### src/rtl/pad_ctrl_bank.sv
// Bank of configurable I/O pad channels: registered output drivers, synchronised
// and glitch-filtered inputs, and per-channel edge interrupts with a shared start-up FSM.
module pad_ctrl_bank #(
   parameter int unsigned NCH         = 8,
   parameter int unsigned SYNC_STAGES = 2,
   parameter int unsigned FILT_W      = 4
) (
   input  logic              clk,
   input  logic              rst,
   input  logic [NCH-1:0]    cfg_oen,
   input  logic [NCH-1:0]    cfg_out,
   input  logic [NCH-1:0]    cfg_od,
   input  logic [NCH-1:0]    cfg_filt_en,
   input  logic [FILT_W-1:0] filt_len,
   input  logic [NCH-1:0]    irq_rise_en,
   input  logic [NCH-1:0]    irq_fall_en,
   input  logic [NCH-1:0]    irq_clr,
   input  logic [NCH-1:0]    pad_o,
   output logic [NCH-1:0]    pad_oen,
   output logic [NCH-1:0]    pad_i,
   output logic [NCH-1:0]    in_val,
   output logic [NCH-1:0]    irq_pend,
   output logic              irq
);

   localparam int unsigned IW = $clog2(SYNC_STAGES + 1);

   localparam logic [0:0] ST_INIT = 1'b0;
   localparam logic [0:0] ST_RUN  = 1'b1;

   logic [0:0]        state_q, state_d;
   logic [IW-1:0]     init_cnt_q;
   logic [NCH-1:0]    sync_q [SYNC_STAGES];
   logic [NCH-1:0]    s;
   logic [FILT_W-1:0] cnt_q [NCH];
   logic [FILT_W-1:0] cnt_d [NCH];
   logic [NCH-1:0]    in_val_d;
   logic [NCH-1:0]    accept;
   logic [NCH-1:0]    rise_q, fall_q;

   // Bank state register
   always_ff @(posedge clk or posedge rst) begin
      if (rst) state_q <= ST_INIT;
      else     state_q <= state_d;
   end

   // INIT lasts SYNC_STAGES+1 cycles so the sync chains are flushed before edges count
   always_comb begin
      state_d = state_q;
      case (state_q)
         ST_INIT: if (init_cnt_q == IW'(SYNC_STAGES)) state_d = ST_RUN;
         ST_RUN:  state_d = ST_RUN;
         default: state_d = ST_INIT;
      endcase
   end

   always_ff @(posedge clk or posedge rst) begin
      if (rst)                     init_cnt_q <= '0;
      else if (state_q == ST_INIT) init_cnt_q <= init_cnt_q + IW'(1);
   end

   // Output driver registers
   always_ff @(posedge clk or posedge rst) begin
      if (rst) begin
         pad_oen <= '1;
         pad_i   <= '0;
      end else begin
         pad_oen <= cfg_oen | (cfg_od & cfg_out);
         pad_i   <= ~cfg_oen & ~cfg_od & cfg_out;
      end
   end

   // Input synchroniser chains
   always_ff @(posedge clk or posedge rst) begin
      if (rst) begin
         for (int k = 0; k < int'(SYNC_STAGES); k++) sync_q[k] <= '0;
      end else begin
         sync_q[0] <= pad_o;
         for (int k = 1; k < int'(SYNC_STAGES); k++) sync_q[k] <= sync_q[k-1];
      end
   end

   assign s = sync_q[SYNC_STAGES-1];

   // Glitch filter: accept a change once it has persisted past filt_len cycles
   always_comb begin
      in_val_d = in_val;
      accept   = '0;
      for (int i = 0; i < int'(NCH); i++) cnt_d[i] = cnt_q[i];
      for (int i = 0; i < int'(NCH); i++) begin
         if (state_q == ST_INIT) begin
            in_val_d[i] = s[i];
            cnt_d[i]    = '0;
         end else if (s[i] == in_val[i]) begin
            cnt_d[i] = '0;
         end else if (!cfg_filt_en[i] || (cnt_q[i] >= filt_len)) begin
            in_val_d[i] = s[i];
            cnt_d[i]    = '0;
            accept[i]   = 1'b1;
         end else begin
            cnt_d[i] = cnt_q[i] + FILT_W'(1);
         end
      end
   end

   always_ff @(posedge clk or posedge rst) begin
      if (rst) begin
         in_val <= '0;
         for (int i = 0; i < int'(NCH); i++) cnt_q[i] <= '0;
      end else begin
         in_val <= in_val_d;
         for (int i = 0; i < int'(NCH); i++) cnt_q[i] <= cnt_d[i];
      end
   end

   // Edge events are only produced by RUN-state acceptances, so INIT never raises an interrupt
   always_ff @(posedge clk or posedge rst) begin
      if (rst) begin
         rise_q   <= '0;
         fall_q   <= '0;
         irq_pend <= '0;
      end else begin
         rise_q   <= accept & s;
         fall_q   <= accept & ~s;
         irq_pend <= (irq_pend & ~irq_clr) | (rise_q & irq_rise_en) | (fall_q & irq_fall_en);
      end
   end

   assign irq = |irq_pend;

endmodule

### config.mk
export PLATFORM = sky130hd
export DESIGN_NAME = pad_ctrl_bank
export DESIGN_NICKNAME = d
export VERILOG_FILES = /design/src/rtl/pad_ctrl_bank.sv
export SDC_FILE = /design/constraint.sdc
export NUM_CORES = 1
export LEC_CHECK = 0
export CORE_MARGIN = 2
export CORE_UTILIZATION = 47
export CTS_BUF_LIST = sky130_fd_sc_hd__clkbuf_2 sky130_fd_sc_hd__clkbuf_4 sky130_fd_sc_hd__clkbuf_8
export CTS_CLUSTER_SIZE = 10
export DETAILED_ROUTE_END_ITERATION = 10
export HOLD_SLACK_MARGIN = 0.08
export PLACE_DENSITY = 0.79
export SLEW_MARGIN = 40
export SYNTH_ARGS = -nofsm -noshare
export SYNTH_HDL_FRONTEND = slang
export SYNTH_SLANG_ARGS = --single-unit
### constraint.sdc
create_clock -name clk -period 3.4 [get_ports clk]
set_input_delay 0.68 -clock clk [delete_from_list [all_inputs] [get_ports clk]]
set_output_delay 0.68 -clock clk [all_outputs]
set_load 0.02 [all_outputs]
==> results of run 1 <==
metrics by stage:
step | utilization | cells | hold WS, ps | power, mW | setup slack (ps)
5_1_grt | 0.6308 | 593 | 363.2 | 2.684 | 846.5
3_5_place_dp | 0.6080 | 577 | 334.7 | 1.793 | 654.9
6_report | 0.6308 | 593 | 355.1 | 2.546 | 948.0
4_1_cts | 0.6308 | 593 | 356.1 | 2.574 | 1018
3_3_place_gp | 0.6080 | 577 | 332.5 | 1.773 | 726.8
2_1_floorplan | - | 364 | 331.2 | 1.563 | 142.8
power breakdown:
group / switching, mW / internal [mW] / leakage (nW)
Sequential: 0.0599 / 1.26 / 1.26
Clock: 0.391 / 0.388 / 0.110
Combinational: 0.210 / 0.237 / 1.28
Total: 0.660 / 1.89 / 2.65
layout make-up:
cell class	count	area share
Sequential cell	99	0.4329
Multi-Input combinational cell	233	0.3042
Timing Repair Buffer	104	0.1825
Clock buffer	12	0.02766
Tap cell	111	0.02417
Inverter	30	0.02003
Clock inverter	4	0.008493
state kept, by name, indices dropped and copies added, names as in the netlist, 8 cells and up:
name	flops
pad_i	8
s	8
rise_q	8
irq_pend	8
fall_q	8
pad_oen	8
sync_q	8
cnt_q	32
in_val	8
per-layer routing:
layer  wire length (µm)  vias up  track usage
li1                   -     1466            -
met1               3742     1492       0.2367
met2               4266       92       0.3165
met3                586       12      0.05014
met4                118        0      0.04636
met5                  0        -            0
kinds of logic (layout without fill, tap and decap cells):
kind of cell	after synthesis	after routing	share of synthesized area
flops	99	99	0.5709
buf+inv	32	150	0.02785
fa+ha+maj	41	41	0.1177
compound gates	41	41	0.06663
xor+xnor	25	25	0.05026
mux	8	8	0.02068
simple gates	118	118	0.1459
path summary, 6_finish.rpt:
| check | from | end | slack, ps |
|---|---|---|---|
| max | filt_len[0] | in_val[4]$_DFFE_PP0P_ | 950 |
| min | sync_q[13]$_DFF_PP0_ | s[5]$_DFF_PP0_ | 360 |
| max reg2reg | cnt_q[12]$_DFF_PP0_ | in_val[4]$_DFFE_PP0P_ | 1660 |
| min reg2reg | sync_q[13]$_DFF_PP0_ | s[5]$_DFF_PP0_ | 360 |
| max in group asynchronous | rst | pad_oen[6]$_DFF_PP1_ | 2010 |
| min in group asynchronous | rst | pad_i[1]$_DFF_PP0_ | 730 |
cells in the final DEF, fill, tap and decap left out, types with 11 or more instances in the layout:
cell and n:
sky130_fd_sc_hd__nand2_1 18, sky130_fd_sc_hd__ha_1 41, sky130_fd_sc_hd__nor2_1 42, sky130_fd_sc_hd__clkdlybuf4s50_1 102, sky130_fd_sc_hd__xor2_1 15, sky130_fd_sc_hd__o211ai_1 15, sky130_fd_sc_hd__inv_1 28, sky130_fd_sc_hd__nor3b_1 22
sky130_fd_sc_hd__dfrtp_1 91, sky130_fd_sc_hd__clkbuf_8 11
worst reg2reg max path, delay by kind of cell (launching register included):
kind	cells	cell delay, ps
mux	1	350
buf+inv	1	60
fa+ha+maj	1	260
simple gates	2	380
compound gates	1	180
flops	1	410
==> results.md, run 1 <==
- At the worst endpoint, the required time is 3640 ps.
- From left edge to right edge, the die measures 100.3 µm.
- The warning count from the yosys run is 0.
- The H-tree depth reported by CTS is 3.
- Clock tree synthesis selected as its root buffer the cell sky130_fd_sc_hd__clkbuf_8.
- The total placed instance area is 5538 µm².
- The first TritonRoute pass finished after 4 iterations.
- The share of the Yosys chip area taken by registers is 0.5709.
- After synthesis the netlist holds a flip-flop and latch count of 99.
- The stage delay of the slowest cell on the critical path is 790 ps.
- The max-slew violation count is 0.
- The effective utilization at floorplan is 0.4783.
- The peak fanout along the critical path is 8.
- The power per unit of standard cell area is 443.1 nW/µm².
- The critical path's top delay family is buffers and inverters.
- The post-synth net total is 475.
- Clock latency on the worst-skew pair, taken at its later pin, is 350 ps.
- The most instantiated library cell after synthesis is sky130_fd_sc_hd__dfrtp_1.
- Entering global routing, the biggest net connects 44 pins.
- The worst setup path is of the in -> reg kind.
- The number of port buffers is 102.
- The number of distinct standard cells referenced by the synthesized netlist is 26.
- The via count of the first global-routing pass came to 3,260.
- The initial detailed-routing violation count is 88.
- The number of gates resized after CTS is 0.
- Setup violations remaining at the end of the flow were counted as 0.
- The die is 100.3 µm tall.
- The final count of hold timing violations was 0.
- The per-cell via count in the routed design is 5.164.
- Data arrives at the worst endpoint at 2690 ps.
- The aggregate global routing overflow is 0.
- The library cell occupying the most area in the post-synthesis netlist is sky130_fd_sc_hd__dfrtp_1.
- The number of antenna violations at the first check in global routing is 0.
- The total via count after detailed routing is 3,062.
- The number of setup buffers added after CTS is 0.
- The share of flip-flops with an asynchronous set or reset is 1.000.
- The synthesized instance count is 364.
- The die covers 10,060 µm².
- The flow ran to the end, and the final reports show no timing, DRC or antenna violations.
- In the synthesized netlist the dominant register cell turns out to be sky130_fd_sc_hd__dfrtp_1.
- The worst pin sits at a relative slew slack of 0.5420.
- The global-route usage over all layers is 0.1858.
- The shortest clock period the worst path allows after layout is 2452 ps.
- The slowest stage of the critical path belongs to the cell sky130_fd_sc_hd__clkdlybuf4s50_1.
- A synthesized cell averages 11.97 µm².
- The number of cells on the worst reg-to-reg path is 6.
- The number of CTS-inserted buffers is 9.
- The signal on the critical path passes through clkdlybuf4s50_1 > ha_1 > nor3b_1 > o211ai_1 > nor2_1 > mux2_2.
- The post-DP HPWL is 6467 µm.
- At the end of routability-driven placement, the weighted congestion stood at 0.7905.
- Setup repair after global routing left no endpoint under its margin.
- The buffering stage count on the worst path with inverters included is 1.
- The number of standard-cell rows in the floorplan is 35.
- The transition at the pin with the smallest max-transition slack is 687.1 ps.
- The type of the tightest min-delay check is reg -> reg.
- The critical path endpoint category is a flop.
- The number of violations of the max-capacitance limit is 0.
- Of the post-synthesis cell area, the dominant cell type holds 0.5227.
- The count of nets after finishing is 588.
- The maximum clock frequency is 407.8 MHz.
- The routed length per instance is 14.69 µm.
- In the final layout, the multi-input gates occupy 1748 µm².
- Hold repair after CTS inserted 0 buffers.
- The sink count of the clock tree is 99.
- The nature of the critical path startpoint is a primary input.
- The area occupied by registers is 2487 µm².
- The area of the core region is 9109 µm².
- The post-detailed-routing wire length is 8713 µm.
- The critical path runs through a total of 6 cells.
- The post-route clock skew is 9.627 ps.
- The synthesized netlist occupies a cell area of 4357 µm².
- The filler cells instantiated in the layout total 767.
- The share of the clock period used by the worst path after layout is 0.7212.
- The antenna cell count is 0.
- The setup TNS is 0 ps.
- TritonCTS built the clock tree.
- Compared with the post-synthesis result, the final layout area differs by 31.88%.
- Sorting the synthesized cells by area gives the leading types as sky130_fd_sc_hd__dfrtp_1 (52%), sky130_fd_sc_hd__ha_1 (12%), sky130_fd_sc_hd__dfstp_2 (4.8%).
- The global-route wire length before repair is 14,720 µm.
- The cell leakage power is 2.647 nW.
- The top-level port count is 103.
- The number of synthesized flops with an enable pin is 0.
- The largest vdd supply drop is 281.2 µV.
- The remaining number of nets flagged by the antenna check after routing is 0.
- The number of DRC violations after detailed routing is 0.
- The final cell area excluding filler cells is 5746 µm².
- Clock-pin slew was measured on the worst setup and hold paths at 90 ps.
- The fraction of layout cells with a size suffix above 1 is 0.09959.
- No sink is reached through more buffers than the 2 on the longest clock path.
- In the synthesized netlist, the cells that appear most often are sky130_fd_sc_hd__dfrtp_1 (91), sky130_fd_sc_hd__nor2_1 (42), sky130_fd_sc_hd__ha_1 (41), sky130_fd_sc_hd__inv_1 (29), sky130_fd_sc_hd__nor3b_1 (22).
- The number of cells on the worst hold path is 0.
Note: power is estimated with default switching activity, not from simulation.
==> run 2, diff against run 1 <==
Clock period 3.4 ns to 2.24 ns, I/O delays scaled along.
==> results.md, run 2 (same netlist as run 1, synthesis figures left out) <==
- The timing endpoint of the critical path is in_val[4]$_DFFE_PP0P_.
- The area enclosed by the die boundary is 10,060 µm².
- The critical path's top delay family is buffers and inverters.
- The clock tree from TritonCTS is built.
- The detail route stage leaves a number of antenna-violating nets equal to 0.
- The min-delay analysis places its worst path in the category reg -> reg.
- The largest vdd supply drop is 449.6 µV.
- The cell leakage power is 2.687 nW.
- The final count of hold timing violations was 0.
- In the final routed layout, each cell accounts on average for 14.65 µm.
- Routability-driven placement finished with a final weighted congestion of 0.8226.
- Traced cell by cell, the critical path runs through clkdlybuf4s50_1 > buf_4 > ha_1 > nor3b_1 > o211ai_1 > nor2_1 > mux2_2.
- The register bank with the most flops is cnt_q.
- The finished cells cover 5834 µm².
- The critical path startpoint is filt_len[0].
- The number of standard-cell rows in the floorplan is 35.
- The worst setup path is captured at a flop.
- In this run the post-CTS setup repair buffer count came out at 0.
- At the end of the flow, the number of nets in the layout was 597.
- In the finished design, the share of the clock period the worst path needs comes to 0.9152.
- The number of DRC violations after detailed routing is 0.
- The worst flop-to-flop path startpoint is cnt_q[12]$_DFF_PP0_.
- The largest net degree at the start of global routing is 55.
- In this run the worst path has a maximum fanout of 8.
- The setup check on the worst reg-to-reg path leaves a slack of 480 ps.
- The share of the core filled with cells in the final layout is 0.6405.
- The critical path contains buffers and inverters numbering 2 combined.
- The count of cell instances traversed by the critical path is 7.
- The width of the chip is 100.3 µm.
- The number of violations of the max-capacitance limit is 0.
- The number of antenna violations at the first check in global routing is 0.
- The worst path arrival time is 2290 ps.
- The total via count after detailed routing is 3,065.
- The tree built by TritonCTS fans out to 99 sinks.
- The critical path start-end classification is in -> reg.
- The per-cell via count in the routed design is 5.091.
- The nature of the critical path startpoint is a primary input.
- In this run the clock root is driven by a sky130_fd_sc_hd__clkbuf_8.
- Power comes to 3.871 mW.
- The H-tree depth reported by CTS is 3.
- The via count of the first global-routing pass is 3,333.
- The pre-antenna-repair detailed-routing pass consisted of 4 iterations.
- The post-route clock skew is 11.81 ps.
- The relative area change from synthesis to final layout is 33.92%.
- The aggregate global routing overflow is 0.
- After layout, the minimum clock period comes to 2050 ps.
- The transition at the pin with the smallest max-transition slack is 531.0 ps.
- The number of flip-flops in the largest register is 32.
- For this run, the top clock speed supported by timing is 487.8 MHz.
- For this run, the slowest stage of the critical path takes 460 ps.
- The top-level port count is 103.
- During placement, the flow inserted port buffers numbering 102.
- Clock-pin slew was measured on the worst setup and hold paths at 100 ps.
- The global-route wire length before repair is 15,190 µm.
- The clock latency reported for the late side of the worst-skew pair is 360 ps.
- The setup TNS is 0 ps.
- The most frequent standard cell in the layout excluding fill and tap cells is sky130_fd_sc_hd__clkdlybuf4s50_1.
- In the global route stage, overall resource usage came out at 0.1921.
- Setup repair after global routing left no endpoint under its margin.
- In the layout the commonest cells are sky130_fd_sc_hd__clkdlybuf4s50_1 (101), sky130_fd_sc_hd__dfrtp_1 (91), sky130_fd_sc_hd__nor2_1 (42).
- Of the cells placed in the final design, the portion with a size suffix greater than 1 is 0.1181.
- Summed over all layers, the routed wires come to 8818 µm.
- The initial utilization of the core area, before any placement, comes to 0.4783.
- After the first detailed-routing iteration, the DRC count stood at 68.
- The worst-path cell with the longest stage delay is sky130_fd_sc_hd__clkdlybuf4s50_1.
- The endpoint of the most critical register-to-register path is in_val[4]$_DFFE_PP0P_.
- The relative slew slack is 0.6453.
- The max-slew violation count is 0.
- The die is 100.3 µm tall.
- The clock passes through at most 2 buffers.
- 0 antenna diodes ended up in the layout.
- The power per unit of standard cell area is 663.4 nW/µm².
- The number of CTS-inserted buffers is 9.
- The placed instances occupy a cell area of 5619 µm².
- Detailed placement ended at an HPWL of 6617 µm.
- The number of setup violations in the final report is 0.
- The required time at the endpoint of the critical path is 2480 ps.
- On the final layout, the worst hold slack is 347.2 ps.
- The number of cells on the worst reg-to-reg path is 6.
- After floorplanning, the core was sized to cover 9109 µm².
- The flow ran to the end, and the final reports show no timing, DRC or antenna violations.
run 2: changes by cell type in the layout (fill, tap and decap cells not counted), sizes merged:
| cell | before | now |
|---|---|---|
| clkinvlp | 0 | 2 |
| inv | 30 | 32 |
| dlymetal6s2s | 0 | 1 |
| clkbuf | 12 | 10 |
| clkinv | 3 | 1 |
| clkdlybuf4s50 | 102 | 101 |
| buf | 2 | 11 |
run 2: cell type report:
cell class | count | area [µm²]
clock buffer | 10 | 137.6
clock inverter | 6 | 68.82
fill | 733 | 3274
inverter | 30 | 116.4
multi-input combinational | 233 | 1754
sequential | 99 | 2487
tap | 111 | 138.9
timing repair buffer | 113 | 1131
run 2: report_power, final:
group | switching [mW] | internal [mW]
Combinational | 0.324 | 0.377
Clock | 0.610 | 0.557
Sequential | 0.0902 | 1.91
run 2: metrics by stage:
| stage | cells | worst slack, ps |
|---|---|---|
| 3_3_place_gp | 586 | -105.8 |
| 2_1_floorplan | 364 | 525.7 |
| 4_1_cts | 602 | 2.403 |
| 5_1_grt | 602 | 66.54 |
| 3_5_place_dp | 586 | -170.0 |
| 6_report | 602 | 189.9 |
run 2: worst min-delay path by stage:
| stage | to | from | slack (ps) | cells past startpoint |
|---|---|---|---|---|
| 4_1_cts | s[4]$_DFF_PP0_ | sync_q[12]$_DFF_PP0_ | 350 | 0 |
| 2_1_floorplan | s[0]$_DFF_PP0_ | sync_q[8]$_DFF_PP0_ | 330 | 0 |
| 3_3_place_gp | s[4]$_DFF_PP0_ | sync_q[12]$_DFF_PP0_ | 330 | 0 |
| 5_1_grt | s[4]$_DFF_PP0_ | sync_q[12]$_DFF_PP0_ | 350 | 0 |
| 3_5_place_dp | s[3]$_DFF_PP0_ | sync_q[11]$_DFF_PP0_ | 330 | 0 |
| 6_report | s[4]$_DFF_PP0_ | sync_q[12]$_DFF_PP0_ | 350 | 0 |
run 2: metal layers:
layer  vias up  wire length, µm  global-route usage
met4         0              207             0.06744
met1      1461             3680              0.2205
met5         -                0                   0
li1       1479                -                   -
met3        19              648             0.05710
met2       106             4281              0.3407
run 2: timing repair:
item,4_1_cts,5_1_grt
setup endpoints to repair,0,1
hold endpoints to repair,0,0
hold buffers,0,0
resized for setup,0,2
